<file path="src/rtl/hazard_pkg.sv">
// Shared definitions for the pipeline hazard controller and its perf counters.
package hazard_pkg;

  typedef enum logic [1:0] {
    ST_RUN      = 2'b00,
    ST_MEM_WAIT = 2'b01,
    ST_ERR      = 2'b10
  } hazard_state_t;

  localparam int CNT_W_DEFAULT       = 32;
  localparam int MEM_TIMEOUT_DEFAULT = 255;
  localparam int TO_W_DEFAULT        = 8;

endpackage

</file>
<file path="src/rtl/hazard_perf_counter.sv">
// Free-running enable-increment counter with synchronous active-low clear.
// Wraps modulo 2^W.
module hazard_perf_counter
  import hazard_pkg::*;
#(
  parameter int W = CNT_W_DEFAULT
) (
  input  logic         clk,
  input  logic         clr_n,
  input  logic         en,
  output logic [W-1:0] count
);

  // Clear has priority; otherwise count one per enabled cycle.
  always_ff @(posedge clk) begin
    if (!clr_n) begin
      count <= '0;
    end else if (en) begin
      count <= count + W'(1);
    end
  end

endmodule

</file>
<file path="src/rtl/pipeline_hazard_ctrl.sv">
// Pipeline sequencing controller for the 5-stage RV32I core.
// Handles the hazards forwarding cannot resolve (load-use, EX-stage
// mispredicts, multi-cycle data-memory accesses with a watchdog) and
// keeps hazard performance counters for predictor evaluation.
module pipeline_hazard_ctrl
  import hazard_pkg::*;
#(
  parameter int CNT_W       = CNT_W_DEFAULT,
  parameter int MEM_TIMEOUT = MEM_TIMEOUT_DEFAULT,
  parameter int TO_W        = TO_W_DEFAULT
) (
  input  logic             clk,
  input  logic             rst_n,
  input  logic [4:0]       IFID_Rs1,
  input  logic [4:0]       IFID_Rs2,
  input  logic             IFID_UseRs1,
  input  logic             IFID_UseRs2,
  input  logic [4:0]       IDEX_Rd,
  input  logic             IDEX_MemRd,
  input  logic             EX_Mispredict,
  input  logic             EXMEM_MemReq,
  input  logic             DmemReady,
  output logic             PC_En,
  output logic             IFID_En,
  output logic             IDEX_En,
  output logic             EXMEM_En,
  output logic             IFID_Flush,
  output logic             IDEX_Flush,
  output logic             MEMWB_Flush,
  output logic             PC_Redirect,
  output logic             DmemValid,
  output logic             MemTimeoutErr,
  output logic [CNT_W-1:0] LoadUseCnt,
  output logic [CNT_W-1:0] MispredCnt,
  output logic [CNT_W-1:0] MemWaitCnt
);

  // Wait-counter value seen during the last allowed frozen MEM_WAIT cycle.
  localparam logic [TO_W-1:0] WAIT_LAST = TO_W'(MEM_TIMEOUT - 1);

  hazard_state_t   state;
  logic [TO_W-1:0] wait_cnt;

  logic in_err;
  logic freeze;
  logic load_use_hit;
  logic mispredict_svc;
  logic load_use_stall;

  assign in_err = (state == ST_ERR);

  // A pending data-memory access stalls the whole pipe; it outranks
  // everything else because EX is held and its hazards simply wait.
  assign freeze = !in_err && EXMEM_MemReq && !DmemReady;

  assign load_use_hit = IDEX_MemRd && (IDEX_Rd != 5'd0) &&
                        ((IFID_UseRs1 && (IDEX_Rd == IFID_Rs1)) ||
                         (IFID_UseRs2 && (IDEX_Rd == IFID_Rs2)));

  // A mispredict discards the ID instruction, so it masks load-use.
  assign mispredict_svc = !in_err && !freeze && EX_Mispredict;
  assign load_use_stall = !in_err && !freeze && !EX_Mispredict && load_use_hit;

  assign MemTimeoutErr = in_err;
  assign DmemValid     = !in_err && EXMEM_MemReq;

  // Priority encode the hazard response into enables, flushes and redirect.
  always_comb begin
    PC_En       = 1'b1;
    IFID_En     = 1'b1;
    IDEX_En     = 1'b1;
    EXMEM_En    = 1'b1;
    IFID_Flush  = 1'b0;
    IDEX_Flush  = 1'b0;
    MEMWB_Flush = 1'b0;
    PC_Redirect = 1'b0;
    if (in_err) begin
      PC_En    = 1'b0;
      IFID_En  = 1'b0;
      IDEX_En  = 1'b0;
      EXMEM_En = 1'b0;
    end else if (freeze) begin
      PC_En       = 1'b0;
      IFID_En     = 1'b0;
      IDEX_En     = 1'b0;
      EXMEM_En    = 1'b0;
      MEMWB_Flush = 1'b1;
    end else if (mispredict_svc) begin
      PC_Redirect = 1'b1;
      IFID_Flush  = 1'b1;
      IDEX_Flush  = 1'b1;
    end else if (load_use_stall) begin
      PC_En      = 1'b0;
      IFID_En    = 1'b0;
      IDEX_Flush = 1'b1;
    end
  end

  // Sequencing FSM plus saturating wait counter for the memory watchdog.
  always_ff @(posedge clk) begin
    if (!rst_n) begin
      state    <= ST_RUN;
      wait_cnt <= '0;
    end else begin
      case (state)
        ST_RUN: begin
          wait_cnt <= '0;
          if (freeze) begin
            state <= ST_MEM_WAIT;
          end
        end
        ST_MEM_WAIT: begin
          if (!freeze) begin
            state    <= ST_RUN;
            wait_cnt <= '0;
          end else begin
            if (wait_cnt == WAIT_LAST) begin
              state <= ST_ERR;
            end
            if (wait_cnt != {TO_W{1'b1}}) begin
              wait_cnt <= wait_cnt + TO_W'(1);
            end
          end
        end
        ST_ERR: begin
          state <= ST_ERR;
        end
        default: begin
          state    <= ST_RUN;
          wait_cnt <= '0;
        end
      endcase
    end
  end

  hazard_perf_counter #(.W(CNT_W)) u_load_use_cnt (
    .clk   (clk),
    .clr_n (rst_n),
    .en    (load_use_stall),
    .count (LoadUseCnt)
  );

  hazard_perf_counter #(.W(CNT_W)) u_mispred_cnt (
    .clk   (clk),
    .clr_n (rst_n),
    .en    (mispredict_svc),
    .count (MispredCnt)
  );

  hazard_perf_counter #(.W(CNT_W)) u_mem_wait_cnt (
    .clk   (clk),
    .clr_n (rst_n),
    .en    (freeze),
    .count (MemWaitCnt)
  );

endmodule

</file>
<file path="config.mk">
export PLATFORM = sky130hd
export DESIGN_NAME = pipeline_hazard_ctrl
export DESIGN_NICKNAME = d
export VERILOG_FILES = /design/src/rtl/hazard_pkg.sv /design/src/rtl/hazard_perf_counter.sv /design/src/rtl/pipeline_hazard_ctrl.sv
export SDC_FILE = /design/constraint.sdc
export NUM_CORES = 1
export LEC_CHECK = 0
export BUFFER_PORTS_ARGS = -buffer_cell sky130_fd_sc_hd__buf_2
export CORE_MARGIN = 2
export CORE_UTILIZATION = 42
export DETAILED_ROUTE_END_ITERATION = 6
export PLACE_DENSITY = 0.66
export SLEW_MARGIN = 20
export SYNTH_ARGS = -nofsm -noshare
export SYNTH_HDL_FRONTEND = slang
export SYNTH_SLANG_ARGS = --single-unit
</file>
<file path="constraint.sdc">
create_clock -name clk -period 3.4 [get_ports clk]
set_input_delay 0.68 -clock clk [delete_from_list [all_inputs] [get_ports clk]]
set_output_delay 0.68 -clock clk [all_outputs]
set_load 0.005 [all_outputs]
</file>
==> results.toml <==
[synthesis]
synth_cells = 626
yosysWarningCount = 0
synth_edf_count = 0
ys.flop_type = "dfxtp_1"
synth_top_cell_area_share_pct = 40.7
ys_seq_area_share_pct = 40.7
yosysUniqueCellTypes = 47
syn_area_per_cell_um2 = 8.32
async_flop_share_pct = 0
ys_ff_latch = 106
syn-num-nets = 654
netlist_area_um2 = 5210
yosys.area.top_type = "dfxtp_1"
synth_area_leaders = "dfxtp_1 (41%), xor2_1 (5.6%), xnor2_1 (5.4%)"

[final_layout]
nNetsFinal = 771
final_cell_mix = "buf_2 (128), dfxtp_1 (106), nor2_1 (70)"
post-route-util_pct = 52.3
final_common_cell = "buf_2"
area_growth_syn_to_layout_pct = 21.0
finalNonFillerCells = 915
drive_above_1_share_pct = 21.4

[cts]
cts_tree = "done"
cts-resized-gates = 0
post-cts-setup-buffers = 0
cts_hold_buffers = 0
cts.path.max_buffers = 2
clk_pin_slew_ns = 0.06
cts.sinks = 106
htreeDepth = 3
clk_latency_ns = 0.35
cts_made_buffers = 9
cts_root_buffer = "clkbuf_16"

[global_route]
overflow = 0
grt_pass1_wl_mm = 21.4
track_usage_pct = 20.0
grt_pass1_vias = 4548
grt_max_degree = 50
antenna_found_initial = 0

[routing]
via_per_inst = 5.42
wl_met1_mm = 5.93
drc = 0
wire_per_inst_um = 14.3
antenna_left = 0
dr_wl_met2_mm = 6.19
vias = 4955
drtPass1Iterations = 4
routed.top_layer = "met4"
totalWireLength_mm = 13.1
wl_met3_um = 901
drt_iter0_markers = 248

[critical_path]
max_stage_delay_ns = 0.55
ff2ff_setup_slack_ns = 1.03
r2r-start = "u_load_use_cnt.count[0]"
r2r-end = "u_load_use_cnt.count[22]"
worstPathArrival_ns = 2.28
critPathCaptureType = "output pin"
path_common_cell = "buf_2"
cp.required_ns = 2.72
criticalPathCategory = "in2out"
cpMaxStageDelayCell = "or4_1"
critPathCapture = "IFID_En"
crit_fanout = 4
cp-start-kind = "input port"
path_cells = "buf_2 -> or4_1 -> o21ai_1 -> or2_1 -> nor2_1 -> nor3_1 -> buf_2"
critical_path.startpoint = "IDEX_Rd[1]"
ff2ff_path_depth = 6

[sta]
rsz0062_at_grt = "no"
worst_slew_pin_slew_ns = 0.834
finalCritPeriodShare_pct = 87.0
slew_headroom_pct = 43.7
setup_tns_ns = 0
fmax_mhz = 338
drv_slew = 0
worst_clock_skew_ns = 0.00902
setup_violations = 0
layout_min_cycle_time_ns = 2.96
finalHoldViolations = 0

[place]
port_buffers = 128
place_inst = 900
gp_congestion = 0.833
dp_hpwl_mm = 9.41

[pwr]
peakVddDrop_uv = 336
fin_total_pwr_mw = 2.45
leakage_nw = 2.46
powerDensity_nw_per_um2 = 389

[floorplanning]
initial_core_util_pct = 43.2
io-pin-count = 129
core_um2 = 12100
num_rows = 40
die_w_um = 115
die-area_um2 = 13300
die-height_um = 115

[flow_run]
cap_violations = 0

[outcome]
outcome = "finished, final reports clean"

[min_path]
min_path_type = "reg2reg"
sequential cells by signal (all words and copies together), names as in the netlist:
register              count
u_load_use_cnt.count     32
wait_cnt                  8
u_mem_wait_cnt.count     32
state                     2
u_mispred_cnt.count      32
per-layer routing:
| layer | vias to the layer above | global-route usage [%] |
|---|---|---|
| li1 | 2494 | - |
| met3 | 4 | 7.01 |
| met1 | 2342 | 25.2 |
| met2 | 115 | 32.5 |
| met4 | 0 | 5.86 |
| met5 | - | 0 |
cells in the mapped netlist, drive strengths merged, types with 3 or more instances:
cell type,instances
a21oi,41
and2,7
and3,13
and4,12
buf,5
clkbuf,26
dfxtp,106
ha,5
inv,13
mux2i,8
nand2,51
nand2b,5
nand3,42
nand4,32
nor2,70
nor3,16
nor4,11
o21ai,18
o31ai,19
or2,3
or3,16
or4,24
xnor2,32
xor2,33
report_power, final:
| group | switching [mW] | internal [mW] |
|---|---|---|
| clock network | 0.455 | 0.640 |
| logic | 0.0651 | 0.0391 |
| registers | 0.00524 | 1.25 |
logic make-up (layout without fill, tap and decap cells):
kind of cell | after synthesis | count (layout) | synth area share [%]
compound gates | 88 | 88 | 9.97
fa+ha+maj | 5 | 5 | 1.20
buf+inv | 44 | 164 | 3.68
mux | 8 | 8 | 1.54
flops | 106 | 106 | 40.7
other cells | 0 | 1 | 0
xor+xnor | 65 | 65 | 10.9
simple gates | 310 | 310 | 31.9
area by class of cell:
| type | count | area (um^2) |
|---|---|---|
| clock buffer | 10 | 229 |
| antenna | 1 | 2.50 |
| sequential | 106 | 2120 |
| multi-input combinational | 476 | 2910 |
| inverter | 13 | 48.8 |
| timing repair buffer | 137 | 708 |
| fill | 1164 | 5760 |
| clock inverter | 4 | 76.3 |
| tap | 168 | 210 |
critical path: cells and delay by family:
family | cells | cell delay (ns)
and+or+nand+nor | 4 | 1.01
AOI/OAI and AO/OA | 1 | 0.29
buffers and inverters | 2 | 0.29
worst min path at each step:
stage                               endpoint  cells past startpoint  slack [ns]                      from
floorplan                           state[0]                      1        0.45                  state[0]
global placement    u_load_use_cnt.count[31]                      2        0.46  u_load_use_cnt.count[31]
detailed placement  u_load_use_cnt.count[31]                      2        0.47  u_load_use_cnt.count[31]
CTS                 u_load_use_cnt.count[31]                      2        0.48  u_load_use_cnt.count[31]
global route                        state[0]                      1        0.51                  state[0]
finish              u_load_use_cnt.count[31]                      2        0.49  u_load_use_cnt.count[31]
through the flow:
step | hold WS [ns] | setup WS (ns) | area (um^2)
finish | 0.487 | 0.441 | 6300
global route | 0.515 | 0.329 | 6300
CTS | 0.485 | 0.423 | 6300
detailed placement | 0.474 | 0.433 | 6000
global placement | 0.460 | 0.465 | 6000
floorplan | 0.449 | 0.365 | 5210
No activity file was read; power rests on OpenSTA's default activity.
